<file path="src/rtl/alu_sequencer.sv">
// -----------------------------------------------------------------------------
// alu_sequencer
//
// Command-side controller for a 16-bit combinational ALU. It takes commands
// over a valid/ready interface and drives the ALU operand and opcode ports from
// registers. After a programmable settle time it captures the ALU result into a
// 32-bit accumulator. It returns the result and error bits over a valid/ready
// response interface. Sticky overflow and divide-by-zero flags are kept until
// the next load or reset.
//
// Ports:
//   clk, reset     rising-edge clock, synchronous active-high reset
//   cmd_valid      command present
//   cmd_ready      sequencer can accept a command (IDLE only)
//   cmd_load       1 = load cmd_operand into accumulator, 0 = ALU operation
//   cmd_opcode     ALU opcode for ALU operations
//   cmd_operand    B operand, or load value
//   alu_a/b/op     registered drive to the ALU inputs
//   alu_result     ALU result (32 bits)
//   alu_error      ALU error: [0] add/sub overflow, [1] div/mod by zero
//   rsp_valid      response present (RESP state)
//   rsp_ready      consumer accepts response
//   rsp_result     accumulator value after the command
//   rsp_error      error bits of this command
//   acc_out        live accumulator
//   sticky_ovf     overflow seen since last load/reset
//   sticky_dz      div/mod-by-zero seen since last load/reset
//   busy           sequencer is not idle
//
// SETTLE_CYCLES (1..15): number of cycles the ALU inputs are held stable
// before the result is captured.
// -----------------------------------------------------------------------------
module alu_sequencer #(
  parameter int unsigned SETTLE_CYCLES = 1
) (
  input  logic        clk,
  input  logic        reset,
  input  logic        cmd_valid,
  output logic        cmd_ready,
  input  logic        cmd_load,
  input  logic [3:0]  cmd_opcode,
  input  logic [15:0] cmd_operand,
  output logic [15:0] alu_a,
  output logic [15:0] alu_b,
  output logic [3:0]  alu_op,
  input  logic [31:0] alu_result,
  input  logic [1:0]  alu_error,
  output logic        rsp_valid,
  input  logic        rsp_ready,
  output logic [31:0] rsp_result,
  output logic [1:0]  rsp_error,
  output logic [31:0] acc_out,
  output logic        sticky_ovf,
  output logic        sticky_dz,
  output logic        busy
);

  typedef enum logic [1:0] {
    S_IDLE  = 2'd0,
    S_ISSUE = 2'd1,
    S_RESP  = 2'd2
  } state_t;

  // The counter is loaded with SETTLE_CYCLES-1 so that the capture happens on
  // the SETTLE_CYCLES-th cycle spent in ISSUE.
  localparam logic [3:0] SETTLE_INIT = 4'(SETTLE_CYCLES - 1);

  state_t      r_state;
  state_t      w_next_state;
  logic [3:0]  r_settle_cnt;
  logic [31:0] r_acc;
  logic [15:0] r_alu_a;
  logic [15:0] r_alu_b;
  logic [3:0]  r_alu_op;
  logic [1:0]  r_rsp_error;
  logic        r_sticky_ovf;
  logic        r_sticky_dz;

  logic        w_cmd_fire;
  logic        w_rsp_fire;
  logic        w_settled;

  assign w_cmd_fire = cmd_valid & cmd_ready;
  assign w_rsp_fire = rsp_valid & rsp_ready;
  assign w_settled  = (r_state == S_ISSUE) && (r_settle_cnt == 4'd0);

  // ---------------------------------------------------------------------------
  // FSM: state register
  // ---------------------------------------------------------------------------
  // NOTE: clocked state uses non-blocking (<=) so every register samples the
  // pre-edge values of the others; blocking here would create ordering races.
  always_ff @(posedge clk) begin
    if (reset) begin
      r_state <= S_IDLE;
    end else begin
      r_state <= w_next_state;
    end
  end

  // ---------------------------------------------------------------------------
  // FSM: next-state logic
  // ---------------------------------------------------------------------------
  // NOTE: the default assignment at the top of every always_comb guarantees
  // each path assigns the output, so no latch is inferred.
  always_comb begin
    w_next_state = r_state;
    unique case (r_state)
      S_IDLE: begin
        if (w_cmd_fire) begin
          w_next_state = cmd_load ? S_RESP : S_ISSUE;
        end
      end
      S_ISSUE: begin
        if (w_settled) begin
          w_next_state = S_RESP;
        end
      end
      S_RESP: begin
        if (w_rsp_fire) begin
          w_next_state = S_IDLE;
        end
      end
      default: w_next_state = S_IDLE;
    endcase
  end

  // ---------------------------------------------------------------------------
  // FSM: outputs (Moore, decoded from the state only)
  // ---------------------------------------------------------------------------
  always_comb begin
    cmd_ready = 1'b0;
    rsp_valid = 1'b0;
    busy      = 1'b1;
    unique case (r_state)
      S_IDLE: begin
        cmd_ready = 1'b1;
        busy      = 1'b0;
      end
      S_ISSUE: begin
      end
      S_RESP: begin
        rsp_valid = 1'b1;
      end
      default: begin
        busy = 1'b0;
      end
    endcase
  end

  // ---------------------------------------------------------------------------
  // Datapath: operand registers, settle counter, accumulator, flags
  // ---------------------------------------------------------------------------
  always_ff @(posedge clk) begin
    if (reset) begin
      r_settle_cnt <= 4'd0;
      r_acc        <= 32'd0;
      r_alu_a      <= 16'd0;
      r_alu_b      <= 16'd0;
      r_alu_op     <= 4'd0;
      r_rsp_error  <= 2'b00;
      r_sticky_ovf <= 1'b0;
      r_sticky_dz  <= 1'b0;
    end else begin
      unique case (r_state)
        S_IDLE: begin
          if (w_cmd_fire) begin
            if (cmd_load) begin
              r_acc        <= {16'd0, cmd_operand};
              r_rsp_error  <= 2'b00;
              r_sticky_ovf <= 1'b0;
              r_sticky_dz  <= 1'b0;
            end else begin
              // Only the low half of the accumulator feeds operand A.
              r_alu_a      <= r_acc[15:0];
              r_alu_b      <= cmd_operand;
              r_alu_op     <= cmd_opcode;
              r_settle_cnt <= SETTLE_INIT;
            end
          end
        end
        S_ISSUE: begin
          if (r_settle_cnt != 4'd0) begin
            r_settle_cnt <= r_settle_cnt - 4'd1;
          end else begin
            // A divide/mod by zero leaves the accumulator untouched; an
            // overflow still lets the (wrapped) result through.
            if (!alu_error[1]) begin
              r_acc <= alu_result;
            end
            r_rsp_error  <= alu_error;
            r_sticky_ovf <= r_sticky_ovf | alu_error[0];
            r_sticky_dz  <= r_sticky_dz  | alu_error[1];
          end
        end
        S_RESP: begin
          // Everything is held until the response handshake.
        end
        default: begin
        end
      endcase
    end
  end

  assign alu_a      = r_alu_a;
  assign alu_b      = r_alu_b;
  assign alu_op     = r_alu_op;
  assign rsp_result = r_acc;
  assign rsp_error  = r_rsp_error;
  assign acc_out    = r_acc;
  assign sticky_ovf = r_sticky_ovf;
  assign sticky_dz  = r_sticky_dz;

endmodule

</file>
<file path="config.mk">
export PLATFORM = sky130hd
export DESIGN_NAME = alu_sequencer
export DESIGN_NICKNAME = d
export VERILOG_FILES = /design/src/rtl/alu_sequencer.sv
export SDC_FILE = /design/constraint.sdc
export NUM_CORES = 1
export LEC_CHECK = 0
export ABC_AREA = 1
export CORE_ASPECT_RATIO = 1.5
export CORE_MARGIN = 10
export CORE_UTILIZATION = 45
export DETAILED_ROUTE_END_ITERATION = 8
export PLACE_DENSITY = 0.84
export SYNTH_ARGS = -nofsm -noshare
export SYNTH_HDL_FRONTEND = slang
export SYNTH_SLANG_ARGS = --single-unit
</file>
<file path="constraint.sdc">
create_clock -name clk -period 2.6 [get_ports clk]
set_input_delay 0.52 -clock clk [delete_from_list [all_inputs] [get_ports clk]]
set_output_delay 0.52 -clock clk [all_outputs]
set_load 0.01 [all_outputs]
</file>
# Word-level counts from Yosys, hierarchy flattened
# Index checks and enable logic that the tools add are counted.
# totals
register_bits,78
in_bits,59
output_inout_bits,107
# op_classes
addsub,1
n_eq_ne,10
muxes,27
n_bitwise,5
n_reduce_logical,11
# ops
op,count
two-way mux 32 bit,4
case mux 32 bit (2 select lines),1
two-way mux 2 bit,7
"!= test 2 bit, second input constant",7
two-way mux 4 bit,3
case mux 4 bit (2 select lines),1
AND reduction 4 bit,2
two-way mux 1 bit,7
case mux 2 bit (3 select lines),1
AND reduction 3 bit,2
AND reduction 5 bit,1
zero test 4 bit,1
case mux 1 bit (2 select lines),2
case mux 2 bit (2 select lines),1
nonzero test 4 bit,1
"subtractor 4 x 1 -> 4 bit, second input constant",1
AND 1 bit,2
"equality test 2 x 1 -> 1 bit, second input constant",1
"equality test 2 bit, second input constant",1
zero test 2 bit,1
"!= test 2 x 1 -> 1 bit, second input constant",1
OR 1 bit,2
nonzero test 2 bit,1
OR reduction 2 bit,1
2 further kinds,2

# Longest topological paths before layout
# Gate-level depths: netlist (run 1).
# logic_depth
depth_word,5
ltp_mapped,11

# Least setup slack after synthesis (run 1)
# Ideal clock, no wire load.
# synth_path
path_kind,flip-flop to flip-flop
startpoint,reg r_state[1]
endpoint,reg r_acc[10] (netlist: acc_out[10])
setup_ns,0.113
arrival_ns,1.502
t_required_ns,2.487
path_slack_ns,0.985
path_stages_with_launch,11
synth_period_minus_slack_ns,1.615
path_cell_list,dfxtp_1 > inv_1 > ha_1 > inv_1 > nand2_1 > nand2_2 > nor2_8 > nand3_4 > buf_2 > nor2_1 > nor2_1
# synth_between
elab_chain_len,5
word_cells_on_any_way,11
# synth_lines
element,line_no,text
start: declaration,68,state_t r_state;
start signal: assignment,96,r_state <= w_next_state;
zero test 2 bit,134,unique case (r_state)
two-way mux 1 bit,134,
via cmd_ready,39,"output logic cmd_ready,"
AND 1 bit,83,assign w_cmd_fire = cmd_valid & cmd_ready;
!= test 2 bit (no source line),--,
AND reduction 5 bit (no source line),--,
end signal: assignment,168,"r_acc <= {16'd0, cmd_operand};"
end signal: assignment,188,r_acc <= alu_result;
end: declaration,71,logic [31:0] r_acc;
# The timed path passes the listed nets, and every way through them passes these cells.
# A chain may end at the register's enable or synchronous reset.

# Worst setup path in the final report (run 1)
# layout_path
startpoint,reg r_state[1]
endpoint,reg r_settle_cnt[2]
# layout_between
elab_chain_len,5
word_cells_on_any_way,10
# layout_lines
element,line_no,text
zero test 2 bit,"134, 164",
two-way mux 1 bit,134,
AND 1 bit,83,
!= test 2 bit (no source line),--,
AND reduction 4 bit (no source line),--,
end signal: assignment,183,r_settle_cnt <= r_settle_cnt - 4'd1;
end: declaration,70,logic [3:0] r_settle_cnt;
# Several ways; a longest one is shown, not always the timed one.

==> results of run 1 <==
[per-layer routing]
metal  vias up  routed length [um]
li1       1892                   -
met1      1671                4200
met2       130                6000
met3        20                 873
met4         0                 283
met5         -                   0
[power by group through the flow]
stage | registers [mW] | clock network, mW | logic, mW
after floorplan | 1.58 | 0 | 0.845
after global placement | 1.52 | 0 | 1.52
after CTS | 1.50 | 1.24 | 1.56
after global routing | 1.52 | 1.30 | 1.70
after detailed placement | 1.53 | 0 | 1.55
final | 1.50 | 1.22 | 1.54
[through the flow]
step / util, % / std cells
after floorplan: - / 547
after global placement: 64.8 / 768
after detailed placement: 64.8 / 768
after CTS: 68.4 / 783
after global routing: 68.4 / 783
final: 68.4 / 783
[cells by family (layout without fill, tap and decap cells)]
logic type               Yosys count  after routing  share of synthesized area, %
buffers and inverters            116            247                          16.2
flip-flops                        78             78                          42.2
adder cells (fa/ha/maj)            6              6                          2.03
AO/OA/AOI/OAI                     61             61                          8.25
AND/OR/NAND/NOR                  286            286                          31.3
[layout by cell type (no fill, tap or decap), drive strengths merged, types with 3 or more instances in the layout]
master         count
nor2              65
dfxtp             78
buf               11
ha                 6
inv               55
nand2            198
clkinv             3
o21ai             18
clkbuf            11
nand3             10
clkdlybuf4s50    165
nand4             11
a21oi             43
[synthesized netlist by cell type (3+ instances only)]
cell type and n:
nand2_1 197, dfxtp_1 78, nor2_1 62, inv_1 52, a21oi_1 43, buf_4 34
o21ai_0 17, clkbuf_1 12, buf_2 11, nand4_1 11, nand3_1 9, ha_1 6
buf_6 3, inv_2 3
[worst paths after layout]
path	end	startpoint	slack [ns]
hold / removal	sticky_dz$_SDFFE_PP0P_	sticky_dz$_SDFFE_PP0P_	0.45
setup reg to reg	r_settle_cnt[2]$_SDFFE_PP0P_	r_state[1]$_SDFFE_PP0P_	0.41
setup / recovery	r_settle_cnt[2]$_SDFFE_PP0P_	r_state[1]$_SDFFE_PP0P_	0.41
hold reg to reg	sticky_dz$_SDFFE_PP0P_	sticky_dz$_SDFFE_PP0P_	0.45
[sequential cells by signal (all words and copies together) (netlist names)]
register and count:
acc_out 32, alu_a 16, alu_b 16, alu_op 4
r_settle_cnt 4, r_state 2, rsp_error 2, sticky_dz 1
sticky_ovf 1
[critical path, stage by stage, from the launching register on]
cell and delay, ns:
dfxtp_1 0.31, inv_1 0.12, ha_1 0.28, buf_4 0.28, clkinv_1 0.56, nor2_1 0.30
nand3_1 0.11, a21oi_1 0.15
[cell type report]
type / count / share of cell area (%)
inverters: 56 / 3.84
well taps: 105 / 2.40
clock inverters: 4 / 0.868
clock buffers: 11 / 4.43
multi-input cells: 353 / 28.1
repair buffers: 176 / 31.9
flip-flops and latches: 78 / 28.5
==> summary.txt, run 1 <==
Global routing
  • First-pass GRT wire length: 17300 um
  • Remaining Overflow, GRT: 0
  • Grt met1 use: 17.4%
  • Largest net degree at the start of global routing: 49
  • Number of global-route vias before repair: about 3600
  • GRT busiest layer: met2
  • Met3 Use GR: under 10%
  • Met2 Use GR: between 30% and 40%
  • Total track usage: roughly 18%
  • Initial antenna violation count: 0

Setup path
  • Worst Path Required: 2.87 ns
  • Crit path DAT: 2.46 ns
  • Setup CP Type: flop to flop
  • Worst Reg2Reg Path Length in Cells: 7
  • Setup crit end kind: flop
  • CP startpoint kind: flop
  • Crit path max fanout: 19

Floorplan
  • Initial Utilization: 46.2%
  • Die span in x: 94.0 um
  • I/O pin count: 166
  • Die area: about 12000 um^2
  • Die Ht: 131 um
  • Core area: between 8000 and 9000 um^2
  • FP Rows: 40

STA
  • Period minus WS final: 2.19 ns
  • Final hold slack: 0.453 ns
  • Crit share post-route: 84.3%
  • Worst Max-Slew Pin Slew: about 0.64 ns
  • Min setup slack post-route: 0.407 ns
  • Clock Skew: 0.00348 ns
  • Unrepaired setup endpoints after global routing: false
  • Finish-stage setup viols: 0
  • Max-slew headroom: 57.1%
  • F_max: 456 MHz
  • Final Hold Fails: 0
  • Setup_tns: 0 ns
  • Final slew viol count: 0

Layout
  • Layout Nets: 739
  • Layout cells sized above 1: 4.87%
  • Antenna fix cells: 0
  • Fillers: 696
  • Syn-to-layout area delta: 48.1%
  • Finished Cell Area: 5480 um^2
  • Register area: 1560 um^2
  • Multi-input logic area: between 1500 and 2000 um^2

Clock network
  • Post-CTS Setup Bufs: 0
  • Cts hold-fix bufs: 0
  • Inserted Clock Buffers: 9
  • Resized Gates After CTS: 0
  • Clock Sinks: 78
  • Root Driver: clkbuf_16
  • Clock H-tree levels: 3
  • Clk slew on worst S/H paths: about 0.060 ns
  • Max Buffers Root-to-Sink: 2
  • CTS tree: yes
  • Clock latency on the worst-skew pair: around 0.33 ns

Hold path
  • Hold Crit Class: flop to flop
  • Hold Crit Depth: 2

Logic synthesis
  • Post-synth top area cell: dfxtp_1
  • Syn_nets: 612
  • EDFF count, synth: 0
  • Synth warn: 0
  • Top_reg_cell synth: dfxtp_1
  • Cell variety after synth: 23
  • Asr flop ratio synth: 0%
  • Synth top area cells: dfxtp_1, nand2_1, buf_4
  • Post-synth top area share: 42.2%
  • Mean Syn Cell Area: just under 7 um^2
  • Cells after Synth: 547
  • Flops & latches, synth: 78
  • Sequential-to-total area share from yosys stat: 42.2%
  • Mapped Area: ~3700 um^2

Placed design
  • I/O Buffers: 165
  • Gpl congestion: 0.818
  • Dpl ws: 0.333 ns
  • Placed instance area: 5190 um^2
  • Final HPWL DP: 8640 um

Drt
  • Initial DRT Pass Iterations: 4
  • Vias per cell: about 4.7
  • Drc violations: 0
  • Total wire length: between 10000 and 15000 um
  • Iteration-0 DRC Markers: 158
  • Post-route ant nets: 0
  • Routed length per instance: 14.5 um
  • Vias: between 3000 and 4000

Power
  • Switching pwr: 1.36 mW
  • Cell Int Power: 2.90 mW
  • Comb pwr share: between 30% and 40%
  • Sequential Power Share: 35.2%
  • PD cells: 779 nW/um^2
  • Leakage: 2.43 nW
  • Total chip power: 4.27 mW
  • Switching Share: 32.0%
  • Maximum vdd drop: 395 uV
  • Clock power share: 28.6%

Outcome
  • Status: complete, no violations

Run
  • Max Cap Viol: 0
Power figures use the tool's default switching activity.
==> run 2, diff against run 1 <==
- CORE_UTILIZATION: 45 -> 42
- PLACE_DENSITY: 0.84 -> 0.79
- clock period: 2.6 -> 2.1 ns (I/O delays scaled with it)
==> run 2 against run 1 <==
  * Cell count rose by 0.77%
  * Non-clock buffer count is 3 higher
  * Largest power group unchanged
  * Die area up 5.8%
  * Critical path depth decreased by 4
==> summary.txt, run 2 (synthesized netlist as in run 1, its figures left out) <==
Outcome
  • Status: complete, no violations (unchanged)

Layout
  • Post-route insts no fill: 789 (was 783)
  • Layout cells sized above 1: 5.43% (was 4.87%)
  • Antenna fix cells: 0 (unchanged)
  • Fillers: 751 (was 696)
  • Final Util: 64.6% (was 68.4%)
  • Layout Nets: 742 (was 739)
  • Commonest non-fill, non-tap cells in the layout: nand2_1, clkdlybuf4s50_1, dfxtp_1 (unchanged)
  • Syn-to-layout area delta: 48.7% (was 48.1%)
  • Commonest non-fill, non-tap cell in the layout: nand2_1 (unchanged)
  • Finished Cell Area: 5510 um^2 (was 5480 um^2)
  • Max reg flops: 32 (unchanged)

Clock network
  • Clock Sinks: 78 (unchanged)
  • Clock H-tree levels: 3 (unchanged)
  • Post-CTS Setup Bufs: 0 (unchanged)
  • Cts hold-fix bufs: 0 (unchanged)
  • Resized Gates After CTS: 0 (unchanged)
  • CTS tree: yes (unchanged)
  • Clock latency on the worst-skew pair: 0.33 ns (about the same)
  • Max Buffers Root-to-Sink: 2 (unchanged)
  • Clk slew on worst S/H paths: 0.06 ns (about the same)
  • Root Driver: clkbuf_16 (unchanged)
  • Inserted Clock Buffers: 9 (unchanged)

STA
  • Worst Max-Slew Pin Slew: 0.277 ns (was 0.640 ns)
  • Final hold slack: 0.452 ns (was 0.453 ns)
  • Max-slew headroom: 81.5% (was 57.1%)
  • Clock Skew: 0.00476 ns (was 0.00348 ns)
  • Final Hold Fails: 0 (unchanged)
  • Setup_tns: 0 ns (unchanged)
  • Unrepaired setup endpoints after global routing: false (unchanged)
  • Final slew viol count: 0 (unchanged)
  • Period minus WS final: 2.02 ns
  • Finish-stage setup viols: 0 (unchanged)
  • Crit share post-route: 96.4%
  • F_max: a little under 500 MHz

Floorplan
  • I/O pin count: 166 (unchanged)
  • Die span in x: 96.6 um (was 94.0 um)
  • Core area: 8520 um^2 (was 8010 um^2)
  • Die area: 13000 um^2 (was 12300 um^2)
  • FP Rows: 41 (was 40)
  • Die Ht: 135 um (was 131 um)
  • Initial Utilization: 43.5% (was 46.2%)

Placed design
  • Gpl congestion: 0.830 (was 0.818)
  • Placed insts: 773 (was 768)
  • Final HPWL DP: 8780 um (was 8640 um)
  • Placed instance area: 5230 um^2 (was 5190 um^2)
  • I/O Buffers: 165 (unchanged)

Setup path
  • Crit-path cells: inv_1 > ha_1 > clkdlybuf4s50_1 (was inv_1 > ha_1 > buf_4 > clkinv_1 > nor2_1 > nand3_1 > a21oi_1)
  • Setup crit end kind: primary output (was flop)
  • Delay-heaviest family, CP: buffers and inverters (unchanged)
  • CP peak stage delay: 0.54 ns (was 0.56 ns)
  • Crit path DAT: 1.60 ns (was 2.46 ns)
  • CP startpoint kind: flop (unchanged)
  • Buf/Inv on CP: 2 (was 3)
  • Worst Path Required: 1.68 ns (was 2.87 ns)
  • Crit path max fanout: 4 (was 19)
  • Setup CP Type: flop to primary output (was flop to flop)
  • Crit-path slowest cell: clkdlybuf4s50_1 (was clkinv_1)

Drt
  • Vias: 3717 (was 3713)
  • Initial DRT Pass Iterations: 4 (unchanged)
  • Post-route ant nets: 0 (unchanged)
  • Routed length per instance: 14.6 um (was 14.5 um)
  • Vias per cell: 4.71 (was 4.74)
  • Drc violations: 0 (unchanged)
  • Iteration-0 DRC Markers: 163 (was 158)
  • Total wire length: 11600 um (was 11400 um)

Global routing
  • Total track usage: 17.2% (was 17.7%)
  • Initial antenna violation count: 0 (unchanged)
  • First-pass GRT wire length: 18600 um (was 17300 um)
  • Largest net degree at the start of global routing: 56 (was 49)
  • Remaining Overflow, GRT: 0 (unchanged)
  • Number of global-route vias before repair: 3723 (was 3622)

Power
  • PD cells: 947 nW/um^2 (was 779 nW/um^2)
  • Maximum vdd drop: 538 uV (was 395 uV)
  • Leakage: 2.44 nW (was 2.43 nW)

Hold path
  • Hold Crit Class: flop to flop (unchanged)

Run
  • Max Cap Viol: 0 (unchanged)
==> run 2: changes by cell type in the layout (fill, tap and decap cells not counted), sizes merged <==
cell and change:
clkinv +2, buf +3, bufinv -1
==> run 2: where the power goes <==
group	switching [mW]	total (mW)	internal (mW)	leakage, nW
combinational	0.969	1.94	0.974	1.66
sequential	0.153	1.86	1.70	0.640
clock	0.582	1.41	0.831	0.135
total	1.70	5.21	3.51	2.44
==> run 2: path summary, 6_finish.rpt <==
kind,cells past startpoint,startpoint,to,slack [ns]
setup / recovery,3,r_state[0]$_SDFFE_PP0P_,busy,0.08
hold / removal,2,sticky_ovf$_SDFFE_PP0P_,sticky_ovf$_SDFFE_PP0P_,0.45
setup reg to reg,9,r_state[1]$_SDFFE_PP0P_,acc_out[10]$_SDFFE_PP0P_,0.31
hold reg to reg,2,sticky_ovf$_SDFFE_PP0P_,sticky_ovf$_SDFFE_PP0P_,0.45
==> run 2: metal layers <==
| metal | track usage [%] | share of wire (%) | vias to the layer above |
|---|---|---|---|
| met5 | 0 | 0 | - |
| met4 | 6.66 | 1.4 | 0 |
| met3 | 5.67 | 6.7 | 11 |
| met2 | 32.2 | 54 | 110 |
| met1 | 17.0 | 38 | 1696 |
| li1 | - | - | 1900 |
==> run 2: worst min-delay path, cell delays in order (launching register included) <==
cell and delay, ns:
dfxtp_1 0.31, inv_1 0.05, a21oi_1 0.05
==> run 2: final cells by class <==
| type | count | area, um^2 | area share (%) |
|---|---|---|---|
| multi-input cells | 353 | 1540 | 28.0 |
| flip-flops and latches | 78 | 1560 | 28.4 |
| repair buffers | 179 | 1780 | 32.4 |
| clock buffers | 11 | 243 | 4.41 |
| inverters | 56 | 210 | 3.82 |
| clock inverters | 5 | 35.0 | 0.636 |
| well taps | 107 | 134 | 2.43 |
==> run 2: stage by stage <==
stage	total power, mW	setup WS [ns]
finish	5.21	0.0757
global route	5.56	0.0150
CTS	5.29	0.0559
detailed placement	3.84	0.203
global placement	3.79	0.242
floorplan	3.00	0.485
